==> src/rtl/ahb_burst_arbiter_pkg.sv <==
// rtl/ahb_burst_arbiter_pkg.sv - AHB transfer/burst encodings and arbiter state type
package ahb_burst_arbiter_pkg;

  typedef enum logic [1:0] {
    HT_IDLE   = 2'b00,
    HT_BUSY   = 2'b01,
    HT_NONSEQ = 2'b10,
    HT_SEQ    = 2'b11
  } htrans_t;

  typedef enum logic [2:0] {
    HB_SINGLE = 3'd0,
    HB_INCR   = 3'd1,
    HB_WRAP4  = 3'd2,
    HB_INCR4  = 3'd3,
    HB_WRAP8  = 3'd4,
    HB_INCR8  = 3'd5,
    HB_WRAP16 = 3'd6,
    HB_INCR16 = 3'd7
  } hburst_t;

  typedef enum logic [1:0] {
    ARB_IDLE  = 2'd0,
    ARB_FIXED = 2'd1,
    ARB_INCR  = 2'd2
  } arb_state_t;

  localparam int BEAT_CNT_W = 5;

  // Zero marks the undefined-length INCR burst.
  function automatic logic [BEAT_CNT_W-1:0] burst_beats(hburst_t hb);
    case (hb)
      HB_SINGLE:           burst_beats = 5'd1;
      HB_WRAP4, HB_INCR4:  burst_beats = 5'd4;
      HB_WRAP8, HB_INCR8:  burst_beats = 5'd8;
      HB_WRAP16, HB_INCR16: burst_beats = 5'd16;
      default:             burst_beats = 5'd0;
    endcase
  endfunction

endpackage

==> src/rtl/ahb_burst_arbiter_rr_pick.sv <==
// rtl/ahb_burst_arbiter_rr_pick.sv - combinational round-robin picker starting at rr_ptr
module ahb_rr_pick #(
  parameter int N  = 5,
  parameter int PW = 3
) (
  input  logic [N-1:0]  req,
  input  logic [PW-1:0] rr_ptr,
  output logic [N-1:0]  win_onehot,
  output logic [PW-1:0] win_idx,
  output logic          any
);

  always_comb begin
    int idx;
    idx        = 0;
    win_onehot = '0;
    win_idx    = '0;
    any        = 1'b0;
    for (int k = 0; k < N; k++) begin
      idx = int'(rr_ptr) + k;
      if (idx >= N) idx = idx - N;
      if (!any && req[idx]) begin
        any             = 1'b1;
        win_idx         = PW'(idx);
        win_onehot[idx] = 1'b1;
      end
    end
  end

endmodule

==> src/rtl/ahb_burst_arbiter.sv <==
// rtl/ahb_burst_arbiter.sv - burst-aware round-robin arbiter for one AHB slave port
module ahb_burst_arbiter
  import ahb_burst_arbiter_pkg::*;
#(
  parameter int HMAS_NUM     = 5,
  parameter int HBURST_WIDTH = 3
) (
  input  logic                    hclk,
  input  logic                    hresetn,
  input  logic [HMAS_NUM-1:0]     req,
  input  logic [1:0]              htrans_sel,
  input  logic [HBURST_WIDTH-1:0] hburst_sel,
  input  logic                    hready_s,
  output logic [HMAS_NUM-1:0]     grant,
  output logic [HMAS_NUM-1:0]     grant_dp,
  output logic                    locked
);

  localparam int PW = (HMAS_NUM > 1) ? $clog2(HMAS_NUM) : 1;

  arb_state_t            state, state_nx;
  logic [BEAT_CNT_W-1:0] beat_cnt, beat_nx, beats;
  logic [PW-1:0]         rr_ptr, rr_nx;
  logic [HMAS_NUM-1:0]   win_onehot;
  logic [PW-1:0]         win_idx;
  logic                  win_any;
  logic                  rearb;
  htrans_t               ht;

  assign ht    = htrans_t'(htrans_sel);
  assign beats = burst_beats(hburst_t'(hburst_sel));
  assign rr_nx = (win_idx == PW'(HMAS_NUM - 1)) ? '0 : win_idx + 1'b1;

  ahb_rr_pick #(.N(HMAS_NUM), .PW(PW)) u_pick (
    .req        (req),
    .rr_ptr     (rr_ptr),
    .win_onehot (win_onehot),
    .win_idx    (win_idx),
    .any        (win_any)
  );

  always_comb begin
    rearb    = 1'b0;
    state_nx = state;
    beat_nx  = beat_cnt;
    case (state)
      ARB_IDLE: begin
        // A SINGLE transfer needs no lock, so it re-arbitrates like an idle cycle.
        if ((|grant) && ht == HT_NONSEQ && beats != 5'd1) begin
          if (beats == 5'd0) begin
            state_nx = ARB_INCR;
          end else begin
            state_nx = ARB_FIXED;
            beat_nx  = beats - 5'd1;
          end
        end else begin
          rearb = 1'b1;
        end
      end
      ARB_FIXED: begin
        case (ht)
          HT_SEQ: begin
            if (beat_cnt == 5'd1) begin
              rearb    = 1'b1;
              state_nx = ARB_IDLE;
              beat_nx  = '0;
            end else begin
              beat_nx = beat_cnt - 5'd1;
            end
          end
          HT_BUSY: ;
          default: begin
            rearb    = 1'b1;
            state_nx = ARB_IDLE;
            beat_nx  = '0;
          end
        endcase
      end
      ARB_INCR: begin
        if (!((ht == HT_SEQ || ht == HT_BUSY) && (|(req & grant)))) begin
          rearb    = 1'b1;
          state_nx = ARB_IDLE;
        end
      end
      default: begin
        rearb    = 1'b1;
        state_nx = ARB_IDLE;
        beat_nx  = '0;
      end
    endcase
  end

  always_ff @(posedge hclk or negedge hresetn) begin
    if (!hresetn) begin
      state    <= ARB_IDLE;
      beat_cnt <= '0;
      rr_ptr   <= '0;
      grant    <= '0;
      grant_dp <= '0;
      locked   <= 1'b0;
    end else if (hready_s) begin
      state    <= state_nx;
      beat_cnt <= beat_nx;
      locked   <= (state_nx != ARB_IDLE);
      grant_dp <= htrans_sel[1] ? grant : '0;
      if (rearb) begin
        grant <= win_any ? win_onehot : '0;
        if (win_any) rr_ptr <= rr_nx;
      end
    end
  end

endmodule

==> config.mk <==
export PLATFORM = sky130hd
export DESIGN_NAME = ahb_burst_arbiter
export DESIGN_NICKNAME = d
export VERILOG_FILES = /design/src/rtl/ahb_burst_arbiter_pkg.sv /design/src/rtl/ahb_burst_arbiter_rr_pick.sv /design/src/rtl/ahb_burst_arbiter.sv
export SDC_FILE = /design/constraint.sdc
export NUM_CORES = 1
export LEC_CHECK = 0
export BUFFER_PORTS_ARGS = -buffer_cell sky130_fd_sc_hd__clkbuf_2
export CAP_MARGIN = 20
export CORE_MARGIN = 2
export CORE_UTILIZATION = 35
export DETAILED_ROUTE_END_ITERATION = 8
export SLEW_MARGIN = 5
export SYNTH_ARGS = -nofsm -noshare
export SYNTH_HDL_FRONTEND = slang
export SYNTH_SLANG_ARGS = --single-unit
export TNS_END_PERCENT = 20
==> constraint.sdc <==
create_clock -name hclk -period 6.4 [get_ports hclk]
set_input_delay 0.96 -clock hclk [delete_from_list [all_inputs] [get_ports hclk]]
set_output_delay 0.96 -clock hclk [all_outputs]
set_load 0.05 [all_outputs]
=== Word-level counts from Yosys, hierarchy flattened ===
Cells that the tools add are included.

* Word-level logic and storage cells: 150
* Register bits after elaboration: 21
* Bits of input ports: 13
* Output and inout port bits: 11

* Reductions and logical operators: 29
* Mux-type cells: 65
* $lt $le $gt $ge: 15
* Bitwise operators: 6
* Equality and inequality tests: 17
* $add $sub $neg: 12

{| class="wikitable"
|+ Operators by type and width
! operator !! number
|-
| greater-or-equal comparator 32 x 1 -> 1 bit, second input constant || 5
|-
| < comparator 32 x 5 -> 1 bit, second input constant || 5
|-
| 2-to-1 mux 32 bit || 5
|-
| greater-or-equal comparator 32 x 4 -> 1 bit, second input constant || 4
|-
| subtractor 32 x 4 -> 32 bit, second input constant || 4
|-
| 2-to-1 mux 5 bit || 10
|-
| 2-to-1 mux 1 bit || 23
|-
| OR 5 bit || 4
|-
| one-hot mux 5 bit (4 select lines) || 1
|-
| 2-to-1 mux 3 bit || 6
|-
| binary-select mux 1 bit (select 3 bit) || 5
|-
| demux 1 bit (select 3 bit) || 5
|-
| equality test 3 bit, second input constant || 5
|-
| one-hot mux 5 bit (3 select lines) || 1
|-
| logical AND 1 bit || 12
|-
| one-hot mux 5 bit (2 select lines) || 1
|-
| OR reduction 5 bit || 2
|-
| subtractor 5 x 1 -> 5 bit, second input constant || 2
|-
| adder 3 x 2 -> 4 bit, second input constant || 2
|-
| 2-to-1 mux 2 bit || 4
|-
| equality test 2 bit, second input constant || 3
|-
| equality test 3 x 2 -> 1 bit, second input constant || 2
|-
| inequality test 2 bit, second input constant || 3
|-
| one-hot mux 2 bit (3 select lines) || 1
|-
| other kinds (23) || 29
|}

=== Longest topological paths before layout ===
Gate-level depths: netlist of run 1.

* Word-level depth: 20
* Gate-level depth with buffers: 19
* Depth with buffers taken out: 16

=== Hierarchy ===
Synthesis of run 1 repeated with hierarchy kept, for this count alone.

* Cell total of the unflattened synthesis: 390
* Area total of the unflattened synthesis: 3106.7 µm²

{| class="wikitable"
|+ Modules (own cells, without submodules)
! module !! seq. area each (µm²) !! instances !! area each (µm²) !! cells each
|-
| ahb_rr_pick || 0.0 || 1 || 1856.8 || 261
|-
| ahb_burst_arbiter || 525.5 || 1 || 1249.9 || 129
|}

=== Least setup slack after synthesis of run 1 ===
No wires, ideal clock.

* Path kind: register -> register
* Start: register rr_ptr[0]
* End: register rr_ptr[1]
* Cell stages (with the launch flop): 17
* Period minus slack after synthesis: 3999 ps
* Data required time: 6275 ps
* Arrival time: 3874 ps
* Setup time: 125 ps
* Buffers on the path: 3
* Path slack: 2401 ps
* Cells stage by stage: dfrtp_1 buf_2 inv_2 clkbuf_1 ha_1 fa_1 a21boi_2 xnor2_1 mux2i_1 o21ai_1 or2_1 or3_1 clkbuf_1 a31oi_1 inv_1 ha_1 mux2_2

* Cells in the longest elaborated chain, start to end: 20
* Elaborated cells between the ends (all ways): 56
* Those cells by class: 10 x add/sub; 5 x order compare; 1 x eq/ne; 31 x mux; 9 x reduce/logical

{| class="wikitable"
|+ RTL lines
! what !! line !! text
|-
| start: declaration || ahb_burst_arbiter.sv:23 || <nowiki>logic [PW-1:0] rr_ptr, rr_nx;</nowiki>
|-
| start signal: assignment || ahb_burst_arbiter.sv:108 || <nowiki>if (win_any) rr_ptr <= rr_nx;</nowiki>
|-
| parallel branches: the longest is 17 deep, another holds subtractor 32 x 4 -> 32 bit || -- ||
|-
| 2-to-1 mux 3 bit * || ahb_burst_arbiter_rr_pick.sv:22 || <nowiki>if (!any && req[idx]) begin</nowiki>
|-
| adder 3 x 1 -> 3 bit or equality test 3 bit (tied branches) || ahb_burst_arbiter.sv:32 || <nowiki>assign rr_nx = (win_idx == PW'(HMAS_NUM - 1)) ? '0 : win_idx + 1'b1;</nowiki>
|-
| 2-to-1 mux 3 bit * || ahb_burst_arbiter.sv:32 ||
|-
| net rr_nx[1] || ahb_burst_arbiter.sv:23 ||
|}

Mark *: on every way through the listed nets, which the timed path passes. The select of a mux whose other input is x is not followed.
A chain may end at the register's enable or synchronous reset.

=== Worst setup path after layout of run 1 ===
* Start: register rr_ptr[1]
* End: register rr_ptr[1]

The elaborated chain is that of the path after synthesis.

==> results of run 1 <==
registers in the layout, summed over array words and instances (netlist names):
signal and flops:
rr_ptr 3, grant 5, grant_dp 5, state 2
locked 1, beat_cnt 5
path summary, 6_finish.rpt:
path / end / depth (start not counted)
worst max-delay path: rr_ptr[1] / 15
worst min-delay path: grant_dp[2] / 2
worst max register to register: rr_ptr[1] / 15
worst min register to register: grant_dp[2] / 2
max in group asynchronous: grant[2] / 1
min in group asynchronous: beat_cnt[1] / 1
kinds of logic (layout without fill, tap and decap cells):
logic type               count (synthesis)  in the layout  synth area share (%)
AO/OA/AOI/OAI                          119            119                  28.9
XOR/XNOR                                 7              7                  2.20
adder cells (fa/ha/maj)                 25             25                  11.5
buffers and inverters                   42             53                  5.84
flip-flops                              21             21                  18.9
multiplexers                            16             16                  5.84
AND/OR/NAND/NOR                        141            141                  26.9
through the flow:
step | utilization [%] | instances | cell area [µm²] | hold WS (ps) | setup slack (ps)
final | 39.0 | 484 | 3020 | 528 | 1610
after global routing | 39.0 | 484 | 3020 | 563 | 1340
after CTS | 39.0 | 484 | 3020 | 535 | 1650
after detailed placement | 38.5 | 480 | 2970 | 523 | 1670
after global placement | 38.5 | 480 | 2970 | 507 | 1790
after floorplan | - | 371 | 2790 | 494 | 2400
per-layer routing:
layer | GRT usage [%] | up-vias
met2 | 33.0 | 144
met1 | 26.9 | 1346
met4 | 3.80 | 0
met5 | 0 | -
li1 | - | 1395
met3 | 1.77 | 14
synthesized netlist by cell type (all sizes together), types with 7 or more instances:
master  instances
nor2b           8
nand3          11
ha             24
nor2           28
or3             7
inv            24
xnor2           7
o22ai           8
clkbuf         12
dfrtp          21
a21oi          21
nand2          36
mux2i          14
nor3            7
o21ai          33
nand2b         11
tightest hold or removal path, stage by stage, from the launching register on:
cell and delay [ps]:
dfrtp_1 380, inv_1 50, o21ai_0 60
cell type report:
cell class / count / area (µm²)
timing repair buffer: 25 / 130
clock buffer: 4 / 45.0
tap: 102 / 128
sequential: 21 / 526
inverter: 24 / 90.1
multi-input combinational: 308 / 2100
fill: 824 / 4710
==> flow_metrics.env, run 1 <==
export IMPL_antenna_diode_count=0
export IMPL_worstSetupPathType="reg2reg"
export IMPL_fin_setup_tns_ps=0
export IMPL_synth_cell_types=67
export IMPL_tightest_slew_ps=725
export IMPL_die_h_um=93.2
export IMPL_synthArstFlopShare_pct=100
export IMPL_cp_top_family="adder cells"
export IMPL_required_ps=6540
export IMPL_clock_latency_ps=250
export IMPL_ant_nets=0
export IMPL_yosys_top_cells_area="dfrtp_1 19%, ha_1 11%, mux2i_1 5.0%"
export IMPL_grt_pass1_vias=2714
export IMPL_cts_resized=0
export IMPL_vias_per_cell=5.99
export IMPL_crit_buf_inv=4
export IMPL_slew_viol_final=0
export IMPL_grt_usage_pct=19.4
export IMPL_setup_viol=0
export IMPL_wl_met3_um=633
export IMPL_syn_area_per_cell_um2=7.51
export IMPL_fmax_mhz=209
export IMPL_grt_pass1_wl_um=13600
export IMPL_m1WireLength_um=3800
export IMPL_worstSetupEndpointType="flip-flop"
export IMPL_status="completed"
export IMPL_relSlewSlack_pct=51.7
export IMPL_path_cells="inv_1 > ha_1 > inv_1 > ha_1 > a21oi_1 > xnor2_1 > mux2i_1 > a221oi_1 > buf_4 > or2_1 > or3_1 > a31oi_1 > inv_1 > ha_1 > mux2_2"
export IMPL_max_stage_delay_ps=740
export IMPL_finalHoldViolations=0
export IMPL_mostFrequentLayoutCells="36 x nand2_1, 28 x o21ai_0, 28 x nor2_1"
export IMPL_finalCritPeriodShare_pct=74.8
export IMPL_synth_fp_nets=409
export IMPL_slowest_stage="dfrtp_1"
export IMPL_pin_count=24
export IMPL_hp_class="reg2reg"
export IMPL_maxCapViolCount=0
export IMPL_holdBufCountCts=0
export IMPL_gp_congestion=0.975
export IMPL_dp_hpwl_um=6470
export IMPL_coreArea_mm2=0.00773
export IMPL_path_max_fanout=18
export IMPL_rows=32
export IMPL_synth_edf_count=0
export IMPL_top_layer_used="met4"
export IMPL_ys_seq_area_share_pct=18.9
export IMPL_netlist_area_leader_share_pct=18.9
export IMPL_regToRegSetupSlack_ps=1610
export IMPL_layout_min_cycle_time_ps=4790
export IMPL_holdCritStartpoint="grant_dp[2]"
export IMPL_portBuffers=23
export IMPL_drc=0
export IMPL_gr_total_overflow=0
export IMPL_htreeDepth=1
export IMPL_avgRoutedWirePerCell_um=17.5
export IMPL_via_count=2899
export IMPL_start_util_pct=36.1
export IMPL_wl_met2_um=3960
export IMPL_cts_root_buf="clkbuf_8"
export IMPL_post_cts_buffers=0
export IMPL_rsz0062_at_grt="false"
export IMPL_syn_area_mm2=0.00279
export IMPL_dr_pass1_iters=7
export IMPL_die_area_mm2=0.00869
export IMPL_area_growth_pct=8.26
export IMPL_grt_start_max_net_pins=37
export IMPL_first_iter_violations=325
export IMPL_die_w_um=93.2
export IMPL_synthCells=371
export IMPL_clock_path_buffers=2
export IMPL_critPathLaunchType="flip-flop"
export IMPL_wl_um=8470
export IMPL_yosysWarnings=0
export IMPL_worst_ep_arrival_time_ps=4930
export IMPL_yosysTopAreaCell="dfrtp_1"
export IMPL_synth_seq_cells=21
export IMPL_clkTransAtPathRegs_ps=70
export IMPL_antenna_found_initial=0
export IMPL_critPathLaunch="rr_ptr[1]"
export IMPL_clock_skew_ps=7.63
export IMPL_synthFlopType="dfrtp_1"
export IMPL_drive_gt1_share_pct=11.0
export IMPL_cts_tree="yes"
export IMPL_num_nets_final=421
export IMPL_cts_sinks=21
export IMPL_cts_inserted_buffers=3
export IMPL_r2r_start="rr_ptr[1]"
export IMPL_layout_commonest_cell="nand2_1"
Power of run 1 is not shown: default switching activity piles up to over one toggle a cycle in this logic, so the estimate is an artifact.
==> run 2, diff against run 1 <==
clock period = 4.5 ns   (was 6.4 ns; I/O delays follow)
==> run 2 against run 1 <==
Non-clock buffer count rose by 9. Cell count rose by 1.9%. Register-to-register slack got worse by 1200 ps. Critical path depth did not move. Fmax rose by 18%. Die area did not move. Sequential share of layout area fell by 0.39 points. Clock skew rose by 3.0 ps. Core utilization rose by 0.89 points. Critical path type unchanged. Critical endpoint unchanged. Largest cell class unchanged. Highest routed layer unchanged.
==> flow_metrics.env, run 2 (synthesis gave the netlist of run 1 again) <==
export IMPL_finalCritPeriodShare_pct=90.0
export IMPL_holdBufCountCts=0
export IMPL_antenna_diode_count=0
export IMPL_dp_hpwl_um=6450
export IMPL_clock_latency_ps=260
export IMPL_cts_inserted_buffers=3
export IMPL_drive_gt1_share_pct=13.3
export IMPL_clock_skew_ps=10.6
export IMPL_cts_sinks=21
export IMPL_clock_path_buffers=2
export IMPL_fin_setup_tns_ps=0
export IMPL_r2r_end="rr_ptr[1]"
export IMPL_start_util_pct=36.1
export IMPL_multi_input_area_mm2=0.00210
export IMPL_regToRegSetupSlack_ps=450
export IMPL_gp_congestion=0.977
export IMPL_tightest_slew_ps=626
export IMPL_die_area_mm2=0.00869
export IMPL_post_cts_buffers=0
export IMPL_portBuffers=23
export IMPL_die_h_um=93.2
export IMPL_vias_per_cell=6.00
export IMPL_grt_start_max_net_pins=32
export IMPL_layout_min_cycle_time_ps=4050
export IMPL_avgRoutedWirePerCell_um=17.0
export IMPL_dr_pass1_iters=7
export IMPL_via_count=2959
export IMPL_rsz0062_at_grt="false"
export IMPL_drc=0
export IMPL_num_nets_final=430
export IMPL_slew_viol_final=0
export IMPL_worstSetupEndpointType="flip-flop"
export IMPL_r2r_start="rr_ptr[0]"
export IMPL_clkTransAtPathRegs_ps=90
export IMPL_setup_viol=0
export IMPL_maxCapViolCount=0
export IMPL_cts_tree="yes"
export IMPL_cts_resized=0
export IMPL_layout_commonest_cell="nand2_1"
export IMPL_finalHoldViolations=0
export IMPL_area_growth_pct=10.7
export IMPL_path_max_fanout=12
export IMPL_fillers=808
export IMPL_required_ps=4640
export IMPL_status="completed"
export IMPL_pin_count=24
export IMPL_worstSetupPathType="reg2reg"
export IMPL_r2r_cells=15
export IMPL_critPathLaunch="rr_ptr[0]"
export IMPL_worst_ep_arrival_time_ps=4190
export IMPL_final_util_pct=39.9
export IMPL_coreArea_mm2=0.00773
export IMPL_ant_nets=0
export IMPL_grt_usage_pct=19.4
export IMPL_fmax_mhz=247
export IMPL_hp_class="in2async"
export IMPL_cts_root_buf="clkbuf_8"
export IMPL_mostFrequentLayoutCells="36 x nand2_1, 28 x o21ai_0, 28 x nor2_1"
export IMPL_wl_um=8370
export IMPL_relSlewSlack_pct=57.7
export IMPL_critPathLaunchType="flip-flop"
export IMPL_gr_total_overflow=0
export IMPL_grt_pass1_vias=2762
export IMPL_grt_pass1_wl_um=13700
export IMPL_largestRegisters="beat_cnt x5, grant x5, grant_dp x5"
export IMPL_rows=32
export IMPL_die_w_um=93.2
export IMPL_antenna_found_initial=0
export IMPL_ff_latch_area_um2=526
export IMPL_htreeDepth=1
export IMPL_first_iter_violations=250
export IMPL_critical_path_endpoint="rr_ptr[1]"
run 2: changes by cell type in the layout (fill, tap and decap cells not counted):
cell,before,now
clkinv_2,0,1
buf_4,2,11
clkbuf_1,1,0
run 2: critical path, stage by stage (launching register included):
cell and delay, ps:
dfrtp_1 470, inv_2 60, buf_4 190, ha_1 220
fa_1 420, a21boi_2 210, xnor2_1 160, buf_4 170
mux2i_1 250, o21ai_1 120, or2_1 280, or3_1 490
a31oi_1 310, inv_1 70, ha_1 260, mux2_2 260
run 2: cell type report:
class / instances / area share, %
clock buffer: 3 / 1.34
multi-input combinational: 308 / 68.0
timing repair buffer: 34 / 6.41
inverter: 24 / 2.92
sequential: 21 / 17.0
tap: 102 / 4.14
clock inverter: 1 / 0.162
run 2: through the flow:
| stage | cells | worst slack, ps | instance area [µm²] | hold WS, ps |
|---|---|---|---|---|
| after floorplan | 371 | 501 | 2790 | 379 |
| after global placement | 489 | 588 | 3040 | 510 |
| after detailed placement | 489 | 463 | 3040 | 527 |
| after CTS | 493 | 456 | 3090 | 405 |
| after global routing | 493 | 156 | 3090 | 433 |
| final | 493 | 449 | 3090 | 384 |
run 2: how the worst min path moves through the flow:
stage	start	end	slack [ps]	depth (start not counted)
2_1_floorplan	hresetn	beat_cnt[0]	380	0
3_3_place_gp	grant_dp[1]	grant_dp[1]	510	2
3_5_place_dp	grant_dp[4]	grant_dp[4]	530	2
4_1_cts	hresetn	grant_dp[3]	400	1
5_1_grt	hresetn	grant_dp[0]	430	1
6_report	hresetn	grant_dp[3]	380	1
run 2: layer usage:
layer  vias up  track usage [%]  routed length, µm  part of all wire, %
met3        18             1.05                517                  6.2
met1      1373             26.9               3770                   45
met2       140             32.0               3890                   47
met4         0             6.99                184                  2.2
li1       1428                -                  -                    -
met5         -                0                  0                    0
Power of run 2 is left out for the same reason.
==> run 3, diff against run 2 <==
ABC_AREA = 1   (was default)
CTS_CLUSTER_SIZE = 14   (was default)
==> run 3 against run 2 <==
Cell count rose by 14%. Routed wire length shrank 8.5%. Global-route usage down 1.0 points. Area after synthesis grew 1.8%. Count of clock-buffer cells in the layout did not move. Highest routed layer unchanged.
==> flow_metrics.env, run 3 <==
export IMPL_yosysTopAreaCell="dfrtp_1"
export IMPL_drive_gt1_share_pct=18.8
export IMPL_setup_viol=0
export IMPL_antenna_found_initial=0
export IMPL_cts_tree="yes"
export IMPL_avgRoutedWirePerCell_um=13.7
export IMPL_max_stage_delay_ps=580
export IMPL_synthCells=434
export IMPL_pin_count=24
export IMPL_via_count=2894
export IMPL_yosys_top_cells_area="dfrtp_1 19%, nand2_1 17%, ha_1 11%"
export IMPL_wl_met3_um=318
export IMPL_synth_fp_nets=472
export IMPL_grt_pass1_wl_um=13000
export IMPL_synth_edf_count=0
export IMPL_cts_sinks=21
export IMPL_grt_pass1_vias=2682
export IMPL_portBuffers=23
export IMPL_r2r_cells=19
export IMPL_gr_total_overflow=0
export IMPL_top_layer_used="met4"
export IMPL_path_cells="inv_1 > ha_1 > ha_1 > inv_8 > a21oi_1 > nor2_1 > nand3_2 > nand3_4 > inv_2 > nor2_2 > a211oi_1 > nand2_1 > nor2_1 > inv_1 > ha_1 > nand3_1 > nand2_1 > nand2_1 > nand2_1"
export IMPL_synthArstFlopShare_pct=100
export IMPL_grt_start_max_net_pins=22
export IMPL_num_nets_final=497
export IMPL_cp_top_family="adder cells"
export IMPL_fillers=851
export IMPL_start_util_pct=36.3
export IMPL_critPathLaunchType="flip-flop"
export IMPL_dp_hpwl_um=6150
export IMPL_cts_inserted_buffers=3
export IMPL_post_cts_buffers=0
export IMPL_r2r_start="rr_ptr[1]"
export IMPL_cp_common_cell="nand2_1"
export IMPL_rows=32
export IMPL_wl_um=7650
export IMPL_status="completed"
export IMPL_fin_setup_tns_ps=0
export IMPL_synth_cell_types=43
export IMPL_holdBufCountCts=0
export IMPL_cts_root_buf="clkbuf_8"
export IMPL_netlist_area_leader_share_pct=18.5
export IMPL_worst_ep_arrival_time_ps=4210
export IMPL_die_h_um=94.0
export IMPL_grt_usage_pct=18.4
export IMPL_vias_per_cell=5.17
export IMPL_largestRegisters="beat_cnt x5, grant x5, grant_dp x5"
export IMPL_clock_latency_ps=260
export IMPL_finalCritPeriodShare_pct=90.1
export IMPL_cts_resized=0
export IMPL_gp_congestion=0.950
export IMPL_clock_skew_ps=8.82
export IMPL_clock_path_buffers=2
export IMPL_htreeDepth=1
export IMPL_slew_viol_final=0
export IMPL_ant_nets=0
export IMPL_dr_pass1_iters=4
export IMPL_die_w_um=94.0
export IMPL_worstSetupEndpointType="flip-flop"
export IMPL_fmax_mhz=247
export IMPL_yosysWarnings=0
export IMPL_antenna_diode_count=0
export IMPL_finalHoldViolations=0
export IMPL_ys_seq_area_share_pct=18.5
export IMPL_wl_met2_um=3340
export IMPL_critPathLaunch="rr_ptr[1]"
export IMPL_crit_buf_inv=4
export IMPL_layout_min_cycle_time_ps=4050
export IMPL_maxCapViolCount=0
export IMPL_crit_cells=19
export IMPL_first_iter_violations=223
export IMPL_synth_seq_cells=21
export IMPL_required_ps=4650
export IMPL_mostFrequentLayoutCells="126 x nand2_1, 46 x inv_1, 40 x nand3_1"
export IMPL_slowest_stage="ha_1"
export IMPL_yosys_top_cells_count="126 x nand2_1, 46 x inv_1, 40 x nand3_1"
export IMPL_layout_commonest_cell="nand2_1"
export IMPL_yosysMostFrequentCell="nand2_1"
export IMPL_worstSetupPathType="reg2reg"
export IMPL_syn_area_per_cell_um2=6.54
export IMPL_drc=0
export IMPL_coreArea_mm2=0.00781
export IMPL_rsz0062_at_grt="false"
export IMPL_clkTransAtPathRegs_ps=80
export IMPL_tightest_slew_ps=549
export IMPL_synthFlopType="dfrtp_1"
export IMPL_area_growth_pct=9.22
export IMPL_syn_area_mm2=0.00284
export IMPL_path_max_fanout=10
export IMPL_die_area_mm2=0.00884
export IMPL_relSlewSlack_pct=63.2
export IMPL_m1WireLength_um=3870
export IMPL_hp_class="in2async"
## run 3: cell types whose count changed in the layout (fill, tap and decap cells not counted), sizes merged, moves of 8 or more
cell and delta:
nand3 +39, nor2b -8, buf -9, inv +29, nand2b -11, a21oi -10
nand4 +8, nor2 +16, nand2 +109, mux2i -14
## run 3: per-layer routing
layer  up-vias  GRT usage, %
met3         8          1.36
met4         0          3.99
met1      1337          27.6
li1       1485             -
met5         -             0
met2        64          28.7
## run 3: cells by family (layout without fill, tap and decap cells)
| kind of cell | count (synthesis) | count (layout) | synth area share [%] |
|---|---|---|---|
| AOI/OAI and AO/OA | 58 | 58 | 13.3 |
| xor gates and xnor gates | 6 | 6 | 2.12 |
| DFF | 21 | 21 | 18.5 |
| buffers and inverters | 60 | 84 | 9.21 |
| adders and majority gates | 25 | 25 | 11.3 |
| and+or+nand+nor | 264 | 264 | 45.5 |
## run 3: final timing paths
| path | to | slack, ps |
|---|---|---|
| worst max-delay path | rr_ptr[2] | 450 |
| worst min-delay path | locked | 380 |
| worst max register to register | rr_ptr[2] | 450 |
| worst min register to register | grant_dp[4] | 490 |
| max in group asynchronous | grant[2] | 3750 |
| min in group hclk | grant_dp[4] | 490 |
## run 3: stage by stage
stage | setup slack, ps | hold WS (ps) | instance area [µm²] | util (%) | std cells
after floorplan | 1310 | 379 | 2840 | - | 434
after global placement | 566 | 465 | 3050 | 39.1 | 556
after detailed placement | 479 | 470 | 3050 | 39.1 | 556
after CTS | 469 | 407 | 3100 | 39.7 | 560
after global routing | 91.1 | 426 | 3100 | 39.7 | 560
final | 445 | 385 | 3100 | 39.7 | 560
## run 3: final cells by class
class                           count  area, µm²  share of cell area (%)
Clock inverter                      1       5.00                   0.161
Timing Repair Buffer               25        130                    4.20
Tap cell                          102        128                    4.12
Multi-Input combinational cell    353       2050                    66.2
Clock buffer                        3       41.3                    1.33
Inverter                           55        219                    7.07
Sequential cell                    21        526                    17.0
## run 3: worst reg2reg max path, stage by stage (launching register included)
cell and delay, ps:
dfrtp_1 560, inv_1 290, ha_1 330, ha_1 580
inv_8 80, a21oi_1 400, nor2_1 150, nand3_2 100
nand3_4 150, inv_2 130, nor2_2 60, a211oi_1 350
nand2_1 110, nor2_1 160, inv_1 60, ha_1 200
nand3_1 80, nand2_1 50, nand2_1 50, nand2_1 40
Power of run 3 is left out for the same reason.
